==> src/rtl/bd_exc_ctrl_if.sv <==
// Pipeline/CP0 signal bundle for the precise-exception sequencer.
// slave = sequencer side, master = pipeline/CP0 side.
interface bd_exc_ctrl_if;
   logic        BD_D;
   logic        valid_D;
   logic        stall_E;
   logic [31:0] PC_M;
   logic [31:0] PC_E;
   logic        exc_M;
   logic [4:0]  exccode_M;
   logic        eret_M;
   logic [5:0]  hw_int;
   logic [5:0]  im;
   logic        ie;
   logic        exl;
   logic [31:0] epc_cur;
   logic        cp0_exc_we;
   logic [31:0] epc_out;
   logic        bd_out;
   logic [4:0]  exccode_out;
   logic        exl_clr;
   logic        flush_all;
   logic        pc_redirect;
   logic [31:0] redirect_pc;
   logic        busy;

   modport slave (
      input  BD_D, valid_D, stall_E, PC_M, PC_E, exc_M, exccode_M, eret_M,
             hw_int, im, ie, exl, epc_cur,
      output cp0_exc_we, epc_out, bd_out, exccode_out, exl_clr, flush_all,
             pc_redirect, redirect_pc, busy
   );

   modport master (
      output BD_D, valid_D, stall_E, PC_M, PC_E, exc_M, exccode_M, eret_M,
             hw_int, im, ie, exl, epc_cur,
      input  cp0_exc_we, epc_out, bd_out, exccode_out, exl_clr, flush_all,
             pc_redirect, redirect_pc, busy
   );
endinterface

==> src/rtl/bd_exc_ctrl.sv <==
// Precise exception/ERET sequencer: decides at M, strobes CP0 and redirect one cycle later,
// then holds flush for DRAIN_CYC cycles; no backpressure, events are ignored while busy.
module bd_exc_ctrl #(
   parameter logic [31:0] HANDLER_PC = 32'h0000_4180,
   parameter int          DRAIN_CYC  = 2
) (
   input logic          clk,
   input logic          reset,
   bd_exc_ctrl_if.slave bus
);

   typedef enum logic [1:0] {IDLE, ENTER, RET, DRAIN} state_t;

   state_t      state_q, state_d;
   logic        bd_E_q, val_E_q, bd_M_q, val_M_q;
   logic [2:0]  drain_cnt_q, drain_cnt_d;
   logic [31:0] epc_q, epc_d;
   logic        bd_q, bd_d;
   logic [4:0]  code_q, code_d;

   logic        int_req, take_exc, take_int, take_ret;
   logic        victim_bd;
   logic [31:0] victim_pc;
   logic        flush;

   assign flush    = (state_q != IDLE);
   assign int_req  = bus.ie & ~bus.exl & (|(bus.hw_int & bus.im));
   assign take_exc = bus.exc_M & val_M_q;
   assign take_int = int_req & (val_M_q | val_E_q);
   assign take_ret = bus.eret_M & val_M_q;

   // An interrupt with M empty lands on the E instruction; exceptions always have val_M set.
   assign victim_bd = val_M_q ? bd_M_q : bd_E_q;
   assign victim_pc = val_M_q ? bus.PC_M : bus.PC_E;

   always_ff @(posedge clk or negedge reset) begin
      if (!reset) begin
         bd_E_q  <= 1'b0;
         val_E_q <= 1'b0;
         bd_M_q  <= 1'b0;
         val_M_q <= 1'b0;
      end else if (flush) begin
         bd_E_q  <= 1'b0;
         val_E_q <= 1'b0;
         bd_M_q  <= 1'b0;
         val_M_q <= 1'b0;
      end else if (!bus.stall_E) begin
         bd_E_q  <= bus.BD_D;
         val_E_q <= bus.valid_D;
         bd_M_q  <= bd_E_q;
         val_M_q <= val_E_q;
      end
   end

   always_ff @(posedge clk or negedge reset) begin
      if (!reset) begin
         state_q     <= IDLE;
         drain_cnt_q <= 3'd0;
         epc_q       <= 32'd0;
         bd_q        <= 1'b0;
         code_q      <= 5'd0;
      end else begin
         state_q     <= state_d;
         drain_cnt_q <= drain_cnt_d;
         epc_q       <= epc_d;
         bd_q        <= bd_d;
         code_q      <= code_d;
      end
   end

   always_comb begin
      state_d     = state_q;
      drain_cnt_d = drain_cnt_q;
      epc_d       = epc_q;
      bd_d        = bd_q;
      code_d      = code_q;
      unique case (state_q)
         IDLE: begin
            if (take_exc || take_int) begin
               state_d = ENTER;
               epc_d   = victim_bd ? (victim_pc - 32'd4) : victim_pc;
               bd_d    = victim_bd;
               code_d  = take_exc ? bus.exccode_M : 5'd0;
            end else if (take_ret) begin
               state_d = RET;
            end
         end
         ENTER, RET: begin
            state_d     = DRAIN;
            drain_cnt_d = 3'(DRAIN_CYC);
         end
         DRAIN: begin
            if (drain_cnt_q <= 3'd1) begin
               state_d     = IDLE;
               drain_cnt_d = 3'd0;
            end else begin
               drain_cnt_d = drain_cnt_q - 3'd1;
            end
         end
         default: state_d = IDLE;
      endcase
   end

   // Outputs decode straight from state so an async reset zeroes them at once.
   assign bus.cp0_exc_we  = (state_q == ENTER);
   assign bus.epc_out     = (state_q == ENTER) ? epc_q  : 32'd0;
   assign bus.bd_out      = (state_q == ENTER) ? bd_q   : 1'b0;
   assign bus.exccode_out = (state_q == ENTER) ? code_q : 5'd0;
   assign bus.exl_clr     = (state_q == RET);
   assign bus.flush_all   = flush;
   assign bus.pc_redirect = (state_q == ENTER) || (state_q == RET);
   assign bus.redirect_pc = (state_q == ENTER) ? HANDLER_PC :
                            (state_q == RET)   ? bus.epc_cur : 32'd0;
   assign bus.busy        = flush;

endmodule

==> src/flat_wrapper.sv <==
// flat-port wrapper written by rule: the top's interface ports become plain ports
module bd_exc_ctrl_flat 
#(
   parameter logic [31:0] HANDLER_PC = 32'h0000_4180,
   parameter int          DRAIN_CYC  = 2
)
  (clk, reset, bus_BD_D, bus_valid_D, bus_stall_E, bus_PC_M, bus_PC_E, bus_exc_M, bus_exccode_M, bus_eret_M, bus_hw_int, bus_im, bus_ie, bus_exl, bus_epc_cur, bus_cp0_exc_we, bus_epc_out, bus_bd_out, bus_exccode_out, bus_exl_clr, bus_flush_all, bus_pc_redirect, bus_redirect_pc, bus_busy);
  bd_exc_ctrl_if bus_i ();
  input logic clk;
  input logic reset;
  input wire logic [$bits(bus_i.BD_D)-1:0] bus_BD_D;
  input wire logic [$bits(bus_i.valid_D)-1:0] bus_valid_D;
  input wire logic [$bits(bus_i.stall_E)-1:0] bus_stall_E;
  input wire logic [$bits(bus_i.PC_M)-1:0] bus_PC_M;
  input wire logic [$bits(bus_i.PC_E)-1:0] bus_PC_E;
  input wire logic [$bits(bus_i.exc_M)-1:0] bus_exc_M;
  input wire logic [$bits(bus_i.exccode_M)-1:0] bus_exccode_M;
  input wire logic [$bits(bus_i.eret_M)-1:0] bus_eret_M;
  input wire logic [$bits(bus_i.hw_int)-1:0] bus_hw_int;
  input wire logic [$bits(bus_i.im)-1:0] bus_im;
  input wire logic [$bits(bus_i.ie)-1:0] bus_ie;
  input wire logic [$bits(bus_i.exl)-1:0] bus_exl;
  input wire logic [$bits(bus_i.epc_cur)-1:0] bus_epc_cur;
  output wire logic [$bits(bus_i.cp0_exc_we)-1:0] bus_cp0_exc_we;
  output wire logic [$bits(bus_i.epc_out)-1:0] bus_epc_out;
  output wire logic [$bits(bus_i.bd_out)-1:0] bus_bd_out;
  output wire logic [$bits(bus_i.exccode_out)-1:0] bus_exccode_out;
  output wire logic [$bits(bus_i.exl_clr)-1:0] bus_exl_clr;
  output wire logic [$bits(bus_i.flush_all)-1:0] bus_flush_all;
  output wire logic [$bits(bus_i.pc_redirect)-1:0] bus_pc_redirect;
  output wire logic [$bits(bus_i.redirect_pc)-1:0] bus_redirect_pc;
  output wire logic [$bits(bus_i.busy)-1:0] bus_busy;
  assign bus_i.BD_D = bus_BD_D;
  assign bus_i.valid_D = bus_valid_D;
  assign bus_i.stall_E = bus_stall_E;
  assign bus_i.PC_M = bus_PC_M;
  assign bus_i.PC_E = bus_PC_E;
  assign bus_i.exc_M = bus_exc_M;
  assign bus_i.exccode_M = bus_exccode_M;
  assign bus_i.eret_M = bus_eret_M;
  assign bus_i.hw_int = bus_hw_int;
  assign bus_i.im = bus_im;
  assign bus_i.ie = bus_ie;
  assign bus_i.exl = bus_exl;
  assign bus_i.epc_cur = bus_epc_cur;
  assign bus_cp0_exc_we = bus_i.cp0_exc_we;
  assign bus_epc_out = bus_i.epc_out;
  assign bus_bd_out = bus_i.bd_out;
  assign bus_exccode_out = bus_i.exccode_out;
  assign bus_exl_clr = bus_i.exl_clr;
  assign bus_flush_all = bus_i.flush_all;
  assign bus_pc_redirect = bus_i.pc_redirect;
  assign bus_redirect_pc = bus_i.redirect_pc;
  assign bus_busy = bus_i.busy;
  bd_exc_ctrl #(.HANDLER_PC(HANDLER_PC), .DRAIN_CYC(DRAIN_CYC)) u_core (.clk(clk), .reset(reset), .bus(bus_i));
endmodule
==> config.mk <==
export PLATFORM = sky130hd
export DESIGN_NAME = bd_exc_ctrl_flat
export DESIGN_NICKNAME = d
export VERILOG_FILES = /design/src/rtl/bd_exc_ctrl_if.sv /design/src/rtl/bd_exc_ctrl.sv /design/src/flat_wrapper.sv
export SDC_FILE = /design/constraint.sdc
export NUM_CORES = 1
export LEC_CHECK = 0
export CAP_MARGIN = 20
export CORE_ASPECT_RATIO = 0.7
export CORE_UTILIZATION = 44
export CTS_CLUSTER_DIAMETER = 30
export DETAILED_ROUTE_END_ITERATION = 6
export PLACE_DENSITY = 0.88
export SLEW_MARGIN = 10
export SYNTH_ARGS = -nofsm -noshare
export SYNTH_HDL_FRONTEND = slang
export SYNTH_SLANG_ARGS = --single-unit
==> constraint.sdc <==
create_clock -name clk -period 6.5 [get_ports clk]
set_clock_uncertainty 0.1 [all_clocks]
set_input_delay 0.65 -clock clk [delete_from_list [all_inputs] [get_ports clk]]
set_output_delay 0.65 -clock clk [all_outputs]
set_load 0.01 [all_outputs]
==> metrics.md <==
| Metric | Value |
|---|---|
| Crit path launch type | flip-flop |
| Antenna violations before repair | 0 |
| Synth cell types | 60 |
| Share of the synthesized area in the top cell type | 30.9% |
| Pwr Total | 1.67 mW |
| Fillers | 623 |
| Register area | 1180 sq um |
| Crit Path Category | reg -> reg |
| Starting DRT DRC Count | 369 |
| Layout cells sized above 1 | around 5.4% |
| Max IR drop VDD | 0.000144 V |
| Initial Utilization | between 40% and 50% |
| Ys flop type | dfrtp_1 |
| Largest area contributor in the netlist | dfrtp_1 |
| GPL Wtd Cong | 0.942 |
| Crit path time final | ~3.4 ns |
| Full die area | 9050 sq um |
| Netlist Area Pre-Place | 3810 sq um |
| Drt first pass iters | 6 |
| Skew-Pair Late Insertion Delay | 0.28 ns |
| Syn Nets | 577 |
| Final worst setup slack | just over 3 ns |
| Max transition margin | 34.5% |
| Flop and latch count out of synthesis | 47 |
| Crit path required time | 6.57 ns |
| Die H | around 80 um |
| Vias per inst | between 5 and 6 |
| RR Startpoint | u_core.val_M_q |
| Pleak | 2.37 nW |
| Multi-input logic area | 2470 sq um |
| First-pass GRT wire length | between 20,000 and 25,000 um |
| Max Fclk | 0.293 GHz |
| Cells after Synth | 448 |
| Final ANT Viol Nets | 0 |
| Area added between synthesis and finish | 57.5% |
| CTS tree | done |
| Post-CTS Setup Bufs | 0 |
| Crit share post-route | 52.6% |
| Remaining Overflow, GRT | 0 |
| Antenna cells | 0 |
| Status | finished, final reports clean |
| Length in cells of the worst reg-to-reg path | 6 |
| Max clock buf depth | 2 |
| Sequential area share after synthesis | between 30% and 40% |
| PwrDens | 279 nW/um^2 |
| Post_cts resized | 0 |
| I/O pins | 197 |
| Port Buffer Count | between 150 and 200 |
| Max-slew violations | 0 |
| Most numerous cell in the Yosys netlist | and2_1 |
| Tot GR Track Use | 29.3% |
| Core Area | 8440 sq um |
| CTS Buf Count | 5 |
| Core Rows | 28 |
| Vias in the first global route | 3,996 |
| Worst Tran Pin Value | 0.975 ns |
| YS warnings | 0 |
| Clock root cell | clkbuf_16 |
| Nets | 757 |
| Most common library cells after synthesis | and2_1 (70), dfrtp_1 (47), nand2_1 (38), mux2i_1 (30), nor2_1 (29) |
| Wirelength per Cell | 18.0 um |
| Hold Buf Count CTS | 0 |
| Place WS | 3.14 ns |
| CP arrival | ~3.5 ns |
| Setup violations, final | 0 |
| Die width | around 110 um |
| Maxcap violations | 0 |
| R2r setup slk | a little over 3 ns |
| Largest net degree at the start of global routing | 55 |
| Clock transition at path regs | 0.07 ns |
| Post-synth ARST share | 100% |
| Total Wirelength | 13,500 um |
| Syn Area/Cell | between 8 and 9 sq um |
| Via count | 4,312 |
| H-tree levels | 2 |
| Unrepaired setup endpoints after global routing | no |
| RR Endpoint | u_core.epc_q[29] |
| Hpwl dp | ~11,000 um |
| Leading post-synthesis cells by cell area | dfrtp_1 (31%), and2_1 (11%), mux2i_1 (7.9%) |
| Worst Hold Class | in -> async |
| Critical Path Sink Type | flip-flop |
| Sum of negative setup slack | 0 ns |
| Hold Fails Final Rpt | 0 |
| DRC | 0 |
| CP max FO | 51 |
| Clock Sinks | 47 |
| Post-synth EDFFs | 0 |
-- layer usage --
metal,vias up,track usage (%),share of wire (%)
li1,1970,-,-
met1,2051,38.3,43
met2,264,51.0,47
met3,27,4.18,8.8
met4,0,7.11,1.8
met5,-,0,0
-- flip-flops by register name, summed over array words and instances, names as in the netlist --
register	count
u_core.epc_q	32
u_core.code_q	5
u_core.drain_cnt_q	3
u_core.state_q	2
u_core.bd_E_q	1
u_core.bd_M_q	1
u_core.bd_q	1
u_core.val_E_q	1
u_core.val_M_q	1
-- where the power goes --
group          internal [mW]  switching [mW]  total, mW
clock network          0.164           0.114      0.278
logic                  0.477           0.421      0.898
registers              0.414          0.0853      0.499
total                   1.05           0.620       1.67
-- how the worst max path moves through the flow --
stage	from	to	slack [ns]	depth (start not counted)
floorplan	u_core.val_M_q	u_core.epc_q[30]	3.37	12
global placement	u_core.state_q[0]	bus_redirect_pc[19]	3.14	5
detailed placement	bus_PC_M[2]	u_core.epc_q[30]	3.14	8
CTS	u_core.state_q[0]	bus_redirect_pc[19]	3.14	6
global route	u_core.val_M_q	u_core.epc_q[29]	2.90	6
finish	u_core.val_M_q	u_core.epc_q[29]	3.08	6
-- stage by stage --
step	util (%)	hold WS, ns	cells	area [sq um]
final	71.1	0.157	749	6000
after global routing	71.1	0.174	749	6000
after CTS	70.9	0.377	748	5980
after detailed placement	69.0	0.362	740	5820
after global placement	68.8	0.357	739	5810
after floorplan	-	0.254	448	3810
-- area by class of cell --
class / instances / area share [%]
Timing Repair Buffer: 201 / 33.5
Tap cell: 120 / 2.50
Clock inverter: 1 / 0.125
Multi-Input combinational cell: 365 / 41.2
Inverter: 8 / 0.500
Clock buffer: 7 / 2.54
Sequential cell: 47 / 19.6
-- worst max-delay path, cell delays in order (launching register included) --
cell and delay (ns):
dfrtp_2 0.81, buf_4 0.57, or3b_1 0.42, a222oi_1 0.59, nand2_1 0.17, o311a_1 0.37, a221o_1 0.26
-- cell usage in the layout (no fill, tap or decap), types with 5 or more instances in the layout --
cell	count
nand2b_1	5
o21ai_0	28
xor2_1	13
dfrtp_1	46
nand4_1	5
nand3_1	6
inv_1	8
nor2_1	29
nand2_1	38
mux2_2	8
clkdlybuf4s50_1	195
clkbuf_16	5
a22oi_1	5
ha_1	7
or3_1	6
a21oi_1	11
nor4_1	9
and4_1	5
a22o_1	5
mux2i_1	30
and2_1	70
xnor2_1	6
nor3_1	19
-- cells by family (layout without fill, tap and decap cells) --
family | after synthesis | count (layout) | synth area share (%)
flops | 47 | 47 | 30.9
simple gates | 214 | 214 | 32.1
xor+xnor | 19 | 19 | 4.36
mux | 38 | 38 | 10.2
buf+inv | 36 | 217 | 4.27
compound gates | 87 | 87 | 15.9
fa+ha+maj | 7 | 7 | 2.30
No activity file was read; power rests on OpenSTA's default activity.
